**config.mk**
```make
export PLATFORM = sky130hd
export DESIGN_NAME = md_seq
export DESIGN_NICKNAME = d
export VERILOG_FILES = /design/src/rtl/md_seq.sv
export SDC_FILE = /design/constraint.sdc
export NUM_CORES = 1
export LEC_CHECK = 0
export BUFFER_PORTS_ARGS = -buffer_cell sky130_fd_sc_hd__buf_2
export CAP_MARGIN = 15
export CORE_UTILIZATION = 40
export CTS_CLUSTER_DIAMETER = 120
export DETAILED_ROUTE_END_ITERATION = 16
export SYNTH_ARGS = -nofsm -noshare
export SYNTH_HDL_FRONTEND = slang
export SYNTH_SLANG_ARGS = --single-unit
```
**constraint.sdc**
```tcl
create_clock -name clk -period 4.9 [get_ports clk]
set_clock_uncertainty 0.05 [all_clocks]
set_input_delay 1.225 -clock clk [delete_from_list [all_inputs] [get_ports clk]]
set_output_delay 1.225 -clock clk [all_outputs]
set_load 0.02 [all_outputs]
```
**src/rtl/md_seq.sv**
```systemverilog
// md_seq: multi-cycle multiply/divide unit owning the HI/LO register pair.
// Signed operands are reduced to magnitudes in PREP. RUN iterates once per
// cycle for 32 cycles: shift-add for multiply, restoring division for divide.
// FIX restores the result signs and commits HI/LO. mthi/mtlo write HI/LO
// directly from IDLE without leaving it.
module md_seq (
  input  logic        clk,
  input  logic        rst_n,
  input  logic        start,
  input  logic [2:0]  op,
  input  logic [31:0] a,
  input  logic [31:0] b,
  input  logic        cancel,
  input  logic        hilo_rd,
  output logic        ready,
  output logic        busy,
  output logic        stall,
  output logic [31:0] hi,
  output logic [31:0] lo
);

  localparam logic [1:0] S_IDLE = 2'd0;
  localparam logic [1:0] S_PREP = 2'd1;
  localparam logic [1:0] S_RUN  = 2'd2;
  localparam logic [1:0] S_FIX  = 2'd3;

  localparam logic [2:0] OP_MTHI = 3'b100;
  localparam logic [2:0] OP_MTLO = 3'b101;

  logic [1:0]  r_state;
  logic [2:0]  r_op;
  logic [31:0] r_a;       // raw operand until PREP, then its magnitude
  logic [31:0] r_b;
  logic [63:0] r_acc;     // multiply: {partial, multiplier}; divide: {rem, quo}
  logic [5:0]  r_cnt;
  logic        r_neg_q;   // negate product / quotient in FIX
  logic        r_neg_r;   // negate remainder in FIX
  logic [31:0] r_hi;
  logic [31:0] r_lo;

  logic        w_accept;
  logic        w_is_div;
  logic        w_is_signed;
  logic [31:0] w_abs_a;
  logic [31:0] w_abs_b;
  logic [32:0] w_mul_sum;
  logic [63:0] w_mul_next;
  logic [32:0] w_div_shift;
  logic [33:0] w_div_trial;
  logic [63:0] w_div_next;
  logic [63:0] w_fix_prod;
  logic [31:0] w_fix_q;
  logic [31:0] w_fix_r;

  // Multi-cycle ops are the four with op[2]=0; reserved codes fall through.
  assign w_accept    = start && !cancel && !op[2];
  assign w_is_div    = r_op[1];
  assign w_is_signed = !r_op[0];

  assign ready = (r_state == S_IDLE);
  assign busy  = (r_state != S_IDLE);
  assign stall = busy && hilo_rd;
  assign hi    = r_hi;
  assign lo    = r_lo;

  // Operand magnitudes, one iteration step of each algorithm, sign fix-up.
  // NOTE: every always_comb output gets a default first so no path leaves
  // it unassigned, which would otherwise infer a latch.
  always_comb begin
    w_abs_a     = r_a;
    w_abs_b     = r_b;
    w_mul_sum   = 33'd0;
    w_mul_next  = r_acc;
    w_div_shift = 33'd0;
    w_div_trial = 34'd0;
    w_div_next  = r_acc;
    if (w_is_signed && r_a[31]) w_abs_a = -r_a;
    if (w_is_signed && r_b[31]) w_abs_b = -r_b;
    // Shift-add: add multiplicand into the upper half when the current
    // multiplier bit is set, then shift right keeping the carry.
    w_mul_sum  = {1'b0, r_acc[63:32]} + (r_acc[0] ? {1'b0, r_a} : 33'd0);
    w_mul_next = {w_mul_sum, r_acc[31:1]};
    // Restoring divide: shift the next dividend bit into the remainder and
    // keep the difference only if it did not go negative.
    w_div_shift = {r_acc[63:32], r_acc[31]};
    w_div_trial = {1'b0, w_div_shift} - {2'b00, r_b};
    if (w_div_trial[33]) w_div_next = {w_div_shift[31:0], r_acc[30:0], 1'b0};
    else                 w_div_next = {w_div_trial[31:0], r_acc[30:0], 1'b1};
    w_fix_prod = r_neg_q ? -r_acc : r_acc;
    w_fix_q    = r_neg_q ? -r_acc[31:0]  : r_acc[31:0];
    w_fix_r    = r_neg_r ? -r_acc[63:32] : r_acc[63:32];
  end

  // Sequencer: IDLE -> PREP -> RUN (32 cycles) -> FIX -> IDLE; cancel aborts.
  // NOTE: state registers use non-blocking assignments so every flop samples
  // values from before the edge, independent of block ordering.
  always_ff @(posedge clk or negedge rst_n) begin
    if (!rst_n) begin
      r_state <= S_IDLE;
    end else begin
      case (r_state)
        S_IDLE:  if (w_accept) r_state <= S_PREP;
        S_PREP:  r_state <= cancel ? S_IDLE : S_RUN;
        S_RUN: begin
          if (cancel)                r_state <= S_IDLE;
          else if (r_cnt == 6'd31)   r_state <= S_FIX;
        end
        default: r_state <= S_IDLE;
      endcase
    end
  end

  // Operand latch, magnitude/sign preparation and iteration datapath.
  always_ff @(posedge clk or negedge rst_n) begin
    if (!rst_n) begin
      r_op    <= 3'd0;
      r_a     <= 32'd0;
      r_b     <= 32'd0;
      r_acc   <= 64'd0;
      r_cnt   <= 6'd0;
      r_neg_q <= 1'b0;
      r_neg_r <= 1'b0;
    end else begin
      case (r_state)
        S_IDLE: begin
          if (w_accept) begin
            r_op <= op;
            r_a  <= a;
            r_b  <= b;
          end
        end
        S_PREP: begin
          r_a     <= w_abs_a;
          r_b     <= w_abs_b;
          r_cnt   <= 6'd0;
          // A zero divisor leaves the all-ones quotient unsigned.
          r_neg_q <= w_is_signed && (r_a[31] ^ r_b[31]) &&
                     !(w_is_div && (r_b == 32'd0));
          r_neg_r <= w_is_signed && w_is_div && r_a[31];
          r_acc   <= w_is_div ? {32'd0, w_abs_a} : {32'd0, w_abs_b};
        end
        S_RUN: begin
          if (!cancel) begin
            r_cnt <= r_cnt + 6'd1;
            r_acc <= w_is_div ? w_div_next : w_mul_next;
          end
        end
        default: ;
      endcase
    end
  end

  // Architectural HI/LO: written only at the FIX edge or by mthi/mtlo.
  always_ff @(posedge clk or negedge rst_n) begin
    if (!rst_n) begin
      r_hi <= 32'd0;
      r_lo <= 32'd0;
    end else if (r_state == S_FIX) begin
      if (!cancel) begin
        if (w_is_div) begin
          r_hi <= w_fix_r;
          r_lo <= w_fix_q;
        end else begin
          r_hi <= w_fix_prod[63:32];
          r_lo <= w_fix_prod[31:0];
        end
      end
    end else if (r_state == S_IDLE && start && !cancel) begin
      if (op == OP_MTHI) r_hi <= a;
      if (op == OP_MTLO) r_lo <= a;
    end
  end

endmodule

```
==> results by stage <==
Timing:
- The remaining max-slew budget at the tightest pin is 0.242.
- Setup repair after global routing left no endpoint under its margin.
- At the pin with the least slew margin, the transition time is 1.13 ns.
- The final number of max-transition violations is 0.
- The count of final hold-check violations is 0.
- Adding up every negative setup slack in the final design gives 0 ns.
- For this run, the top clock speed supported by timing is about 0.25 GHz.
- In the post-route analysis, the smallest setup slack over all paths is 0.829 ns.
- The final worst-path cycle share is 0.831.
- The smallest clock period supported by the final layout is computed as 4.07 ns.
- Setup violations remaining at the end of the flow were counted as 0.

Floorplan:
- The starting utilization of the core area is 0.409.
- The core region is between 0.04 and 0.05 mm².
- The floorplan has 74 rows.
- Measured along the y axis, the die boundary spans 207 µm.
- The floorplan step defined a die boundary enclosing 0.0429 mm².
- The die outline width is roughly 210 µm.
- 139 I/O pins were placed.

Final layout:
- The repair_antennas step left the layout with diodes totalling 0.
- Of the cells placed in the final design, the portion with a size suffix greater than 1 is 0.115.
- The number of nets in the final layout is 2,390.
- In the final layout, the multi-input gates occupy 0.0110 mm².
- Compared with the post-synthesis result, the final layout area differs by 12.5%.
- The filler cell count is 4,140.
- The area occupied by registers is 0.00511 mm².
- After routing the design area is 0.0189 mm².

Route:
- Wires add up to 68,500 µm.
- The top layer used by detailed routing is met4.
- The remaining antenna violation count after routing is 0.
- The detail-routed net length per standard cell is 24.5 µm.
- The routed layout has roughly 17k vias.
- The first detailed-routing pass ran for 6 iterations.
- The post-route DRC violation count is 0.
- The post-detailed-route via-to-cell ratio is 6.21.
- After detailed routing, the met2 layer carries 29,300 µm of wire.
- Summed over all nets, wire length on met3 after detailed routing comes to about 5600 µm.
- The detailed router finished its first iteration with 2,014 violations.
- The detailed router put a total of 31,200 µm of wire on met1.

Yosys:
- In this run the cell area of the synthesized design comes to 0.0168 mm².
- The largest area contributor in the synthesized netlist is dfrtp_1.
- The mean cell area of the mapped netlist is 7.68 µm².
- Ranked by total cell area, the synthesized netlist is headed by dfrtp_1, a21oi_1, xnor2_1, nand2_1, nor2_1.
- The synthesis warning total is 0.
- The synthesized instance count is ~2.2k.
- Synthesis produced a netlist with a net count of 2,336.
- For this run, the register share of the synthesized area comes to 0.303.
- The number of register bits inferred by synthesis is ~200.
- Of the post-synthesis cell area, the dominant cell type holds 0.303.
- The most instantiated flip-flop cell in the synthesis netlist is dfrtp_1.
- For this run, asynchronously set or reset flops after synthesis account for 1.00.
- The number of enable flip-flop cells after synthesis is 0.
- The distinct cell type count after synthesis is 77.

Worst setup path:
- The reg-to-reg setup timing slack is 0.83 ns.
- The number of logic stages on the critical path including buffering is 14.
- The signal on the critical path passes through buf_4 > inv_1 > ha_1 > inv_1 > fa_1 > a211oi_1 > o211ai_1 > a2111oi_0 > nor3_1 > a211oi_1 > o21ai_0 > a21oi_1 > xor2_1 > o21ai_0.
- The number of buffers and inverters on the critical path is 3.
- In this design, the largest share of critical-path delay is due to compound AO/OA/AOI/OAI gates.
- In this run the worst path has a maximum fanout of 7.
- The number of cells on the worst reg-to-reg path is 14.
- The origin of the critical flop-to-flop path is r_acc[31].
- The origin of the worst setup path is r_acc[31].
- The endpoint of the most critical setup path is r_acc[56].
- The worst stage delay on the critical path is roughly 0.48 ns.
- The element type at the critical path start is a register.
- The worst setup path is captured at a register.
- At the worst endpoint, the arrival time is 4.44 ns.
- The cell at the slowest stage of the critical path is a2111oi_0.
- The required time of the worst setup path is between 5 and 6 ns.
- The critical path class is reg2reg.
- The worst register-to-register path ends at r_acc[56].

Clock network:
- The clock insertion delay at the later pin of the skew report is roughly 0.56 ns.
- The clock slew seen by the registers of the worst setup and hold paths is around 0.060 ns.
- The number of hold buffers added after CTS was 0.
- The TritonCTS sink count is 204.
- The number of CTS-inserted buffers is 26.
- The clock tree from TritonCTS is yes.
- The largest buffer count on any clock path is 3.
- The number of resized instances in the post-cts repair step is 0.
- CTS built an H-tree with a depth of 1.
- Post-CTS timing repair inserted 0 buffers for setup.
- The clock root buffer master is clkbuf_16.

Placement:
- OpenSTA, run right after detailed placement, puts the worst setup slack at 0.988 ns.
- Routability-driven placement finished with a final weighted congestion of between 1 and 1.5.
- After detailed placement, the total cell area comes to 0.0180 mm².
- The number of port buffers is between 100 and 150.
- The half-perimeter wire length of the detailed placement result is 53,100 µm.

Power:
- Cell internal power was estimated by the tool at ~5.3 mW.
- The power density over the cells is 530 mW/mm².
- The switching power of the nets is ~4.7 mW.
- The standby leakage power is a little over 8 nW.
- Of the total power, the clock network draws 0.211.
- Of the total power, the share spent switching nets is 0.473.
- Of the total power, combinational logic draws 0.486.
- The share of total power dissipated in sequential elements is 0.303.
- Summing internal, switching and leakage power gives 10.0 mW.
- Across the VDD grid, the largest voltage drop is 285 µV.

Run:
- The max-capacitance violation count is 0.

Global route:
- The number of global-route vias before repair is 16.3k.
- The global-route usage over all layers is 0.315.
- The initial antenna violation count is 5.
- The maximum number of pins on one net before global-route repair is 83.
- The first-pass GRT wire length is 104,000 µm.
- Global routing finished with a remaining overflow of 0.

Min path:
- Along the worst hold path, the cell count comes to 2.
- In this run the worst hold path is classified as reg2reg.

Run status:
- The flow ran to the end, and the final reports show no timing, DRC or antenna violations.
## through the flow
step / hold WS [ns] / cells / utilization
2_1_floorplan: 0.394 / 2193 / -
3_3_place_gp: 0.406 / 2750 / 0.436
3_5_place_dp: 0.414 / 2750 / 0.436
4_1_cts: 0.431 / 2797 / 0.459
5_1_grt: 0.449 / 2798 / 0.459
6_report: 0.426 / 2798 / 0.459
## state kept, by name (all words and copies together), names as in the netlist
signal / flops
r_state: 2
r_acc: 64
r_op: 2
hi: 32
lo: 32
r_neg_r: 1
r_b: 32
r_a: 32
r_cnt: 6
r_neg_q: 1
## layout make-up
type	instances	area share
multi-input cells	1770	0.579
flip-flops and latches	204	0.270
repair buffers	174	0.0526
clock buffers	33	0.0384
well taps	532	0.0352
inverters	71	0.0141
clock inverters	14	0.0113
## synth_stat cells (38+ instances only)
| master | n |
|---|---|
| inv_1 | 70 |
| xnor2_1 | 115 |
| a21o_1 | 40 |
| o31ai_1 | 38 |
| dfrtp_1 | 204 |
| xor2_1 | 59 |
| ha_1 | 69 |
| a21oi_1 | 220 |
| nor2_1 | 240 |
| clkbuf_1 | 123 |
| nor3_1 | 49 |
| nand2_1 | 264 |
| nand3_1 | 40 |
| o21ai_0 | 180 |
## cells in the final DEF (no fill, tap or decap), types with 15 or more instances in the layout
| cell type | count |
|---|---|
| a211oi_1 | 32 |
| a21o_1 | 40 |
| a21oi_1 | 220 |
| a221o_1 | 19 |
| a22oi_1 | 19 |
| a31oi_1 | 35 |
| and2_1 | 35 |
| and3_1 | 18 |
| buf_2 | 137 |
| buf_4 | 34 |
| clkbuf_16 | 26 |
| dfrtp_1 | 203 |
| ha_1 | 69 |
| inv_1 | 70 |
| mux2i_1 | 20 |
| nand2_1 | 263 |
| nand2b_1 | 16 |
| nand3_1 | 40 |
| nand4_1 | 16 |
| nor2_1 | 238 |
| nor3_1 | 48 |
| nor4_1 | 27 |
| o211ai_1 | 15 |
| o21ai_0 | 180 |
| o31ai_1 | 38 |
| or3_1 | 19 |
| or4_1 | 16 |
| xnor2_1 | 115 |
| xor2_1 | 59 |
## per-layer routing
metal  GRT usage  vias to the layer above
met1       0.462                     8417
met3      0.0434                      108
met5           0                        -
met4       0.102                        0
li1            -                     8009
met2       0.475                      852
## logic make-up after synthesis
family                     after synthesis  share of synthesized area
AOI/OAI and AO/OA                      712                      0.265
muxes                                   35                     0.0259
buffers and inverters                  219                     0.0496
adders and majority gates               71                     0.0537
and+or+nand+nor                        778                      0.212
xor gates and xnor gates               174                     0.0905
DFF                                    204                      0.303
## worst reg2reg max path, delay by kind of cell, from the launching register on
kind	cells	cell delay, ns
AO/OA/AOI/OAI	7	2.05
XOR/XNOR	1	0.21
adder cells (fa/ha/maj)	2	0.65
buffers and inverters	3	0.44
flip-flops	1	0.36
AND/OR/NAND/NOR	1	0.18
## worst min path at each step
stage	start	end	slack, ns
finish	lo[9]	lo[9]	0.43
global route	r_cnt[5]	r_cnt[5]	0.45
CTS	lo[9]	lo[9]	0.43
detailed placement	hi[5]	hi[5]	0.41
global placement	hi[1]	hi[1]	0.41
floorplan	r_cnt[5]	r_cnt[5]	0.39
## power groups by stage
stage	clock network [mW]	registers, mW	logic, mW
2_1_floorplan	0	2.78	3.26
3_3_place_gp	0	3.00	4.75
3_5_place_dp	0	3.02	4.74
4_1_cts	2.14	2.99	4.77
5_1_grt	2.21	3.10	5.28
6_report	2.12	3.04	4.87
(Power assumes the default switching activity.)
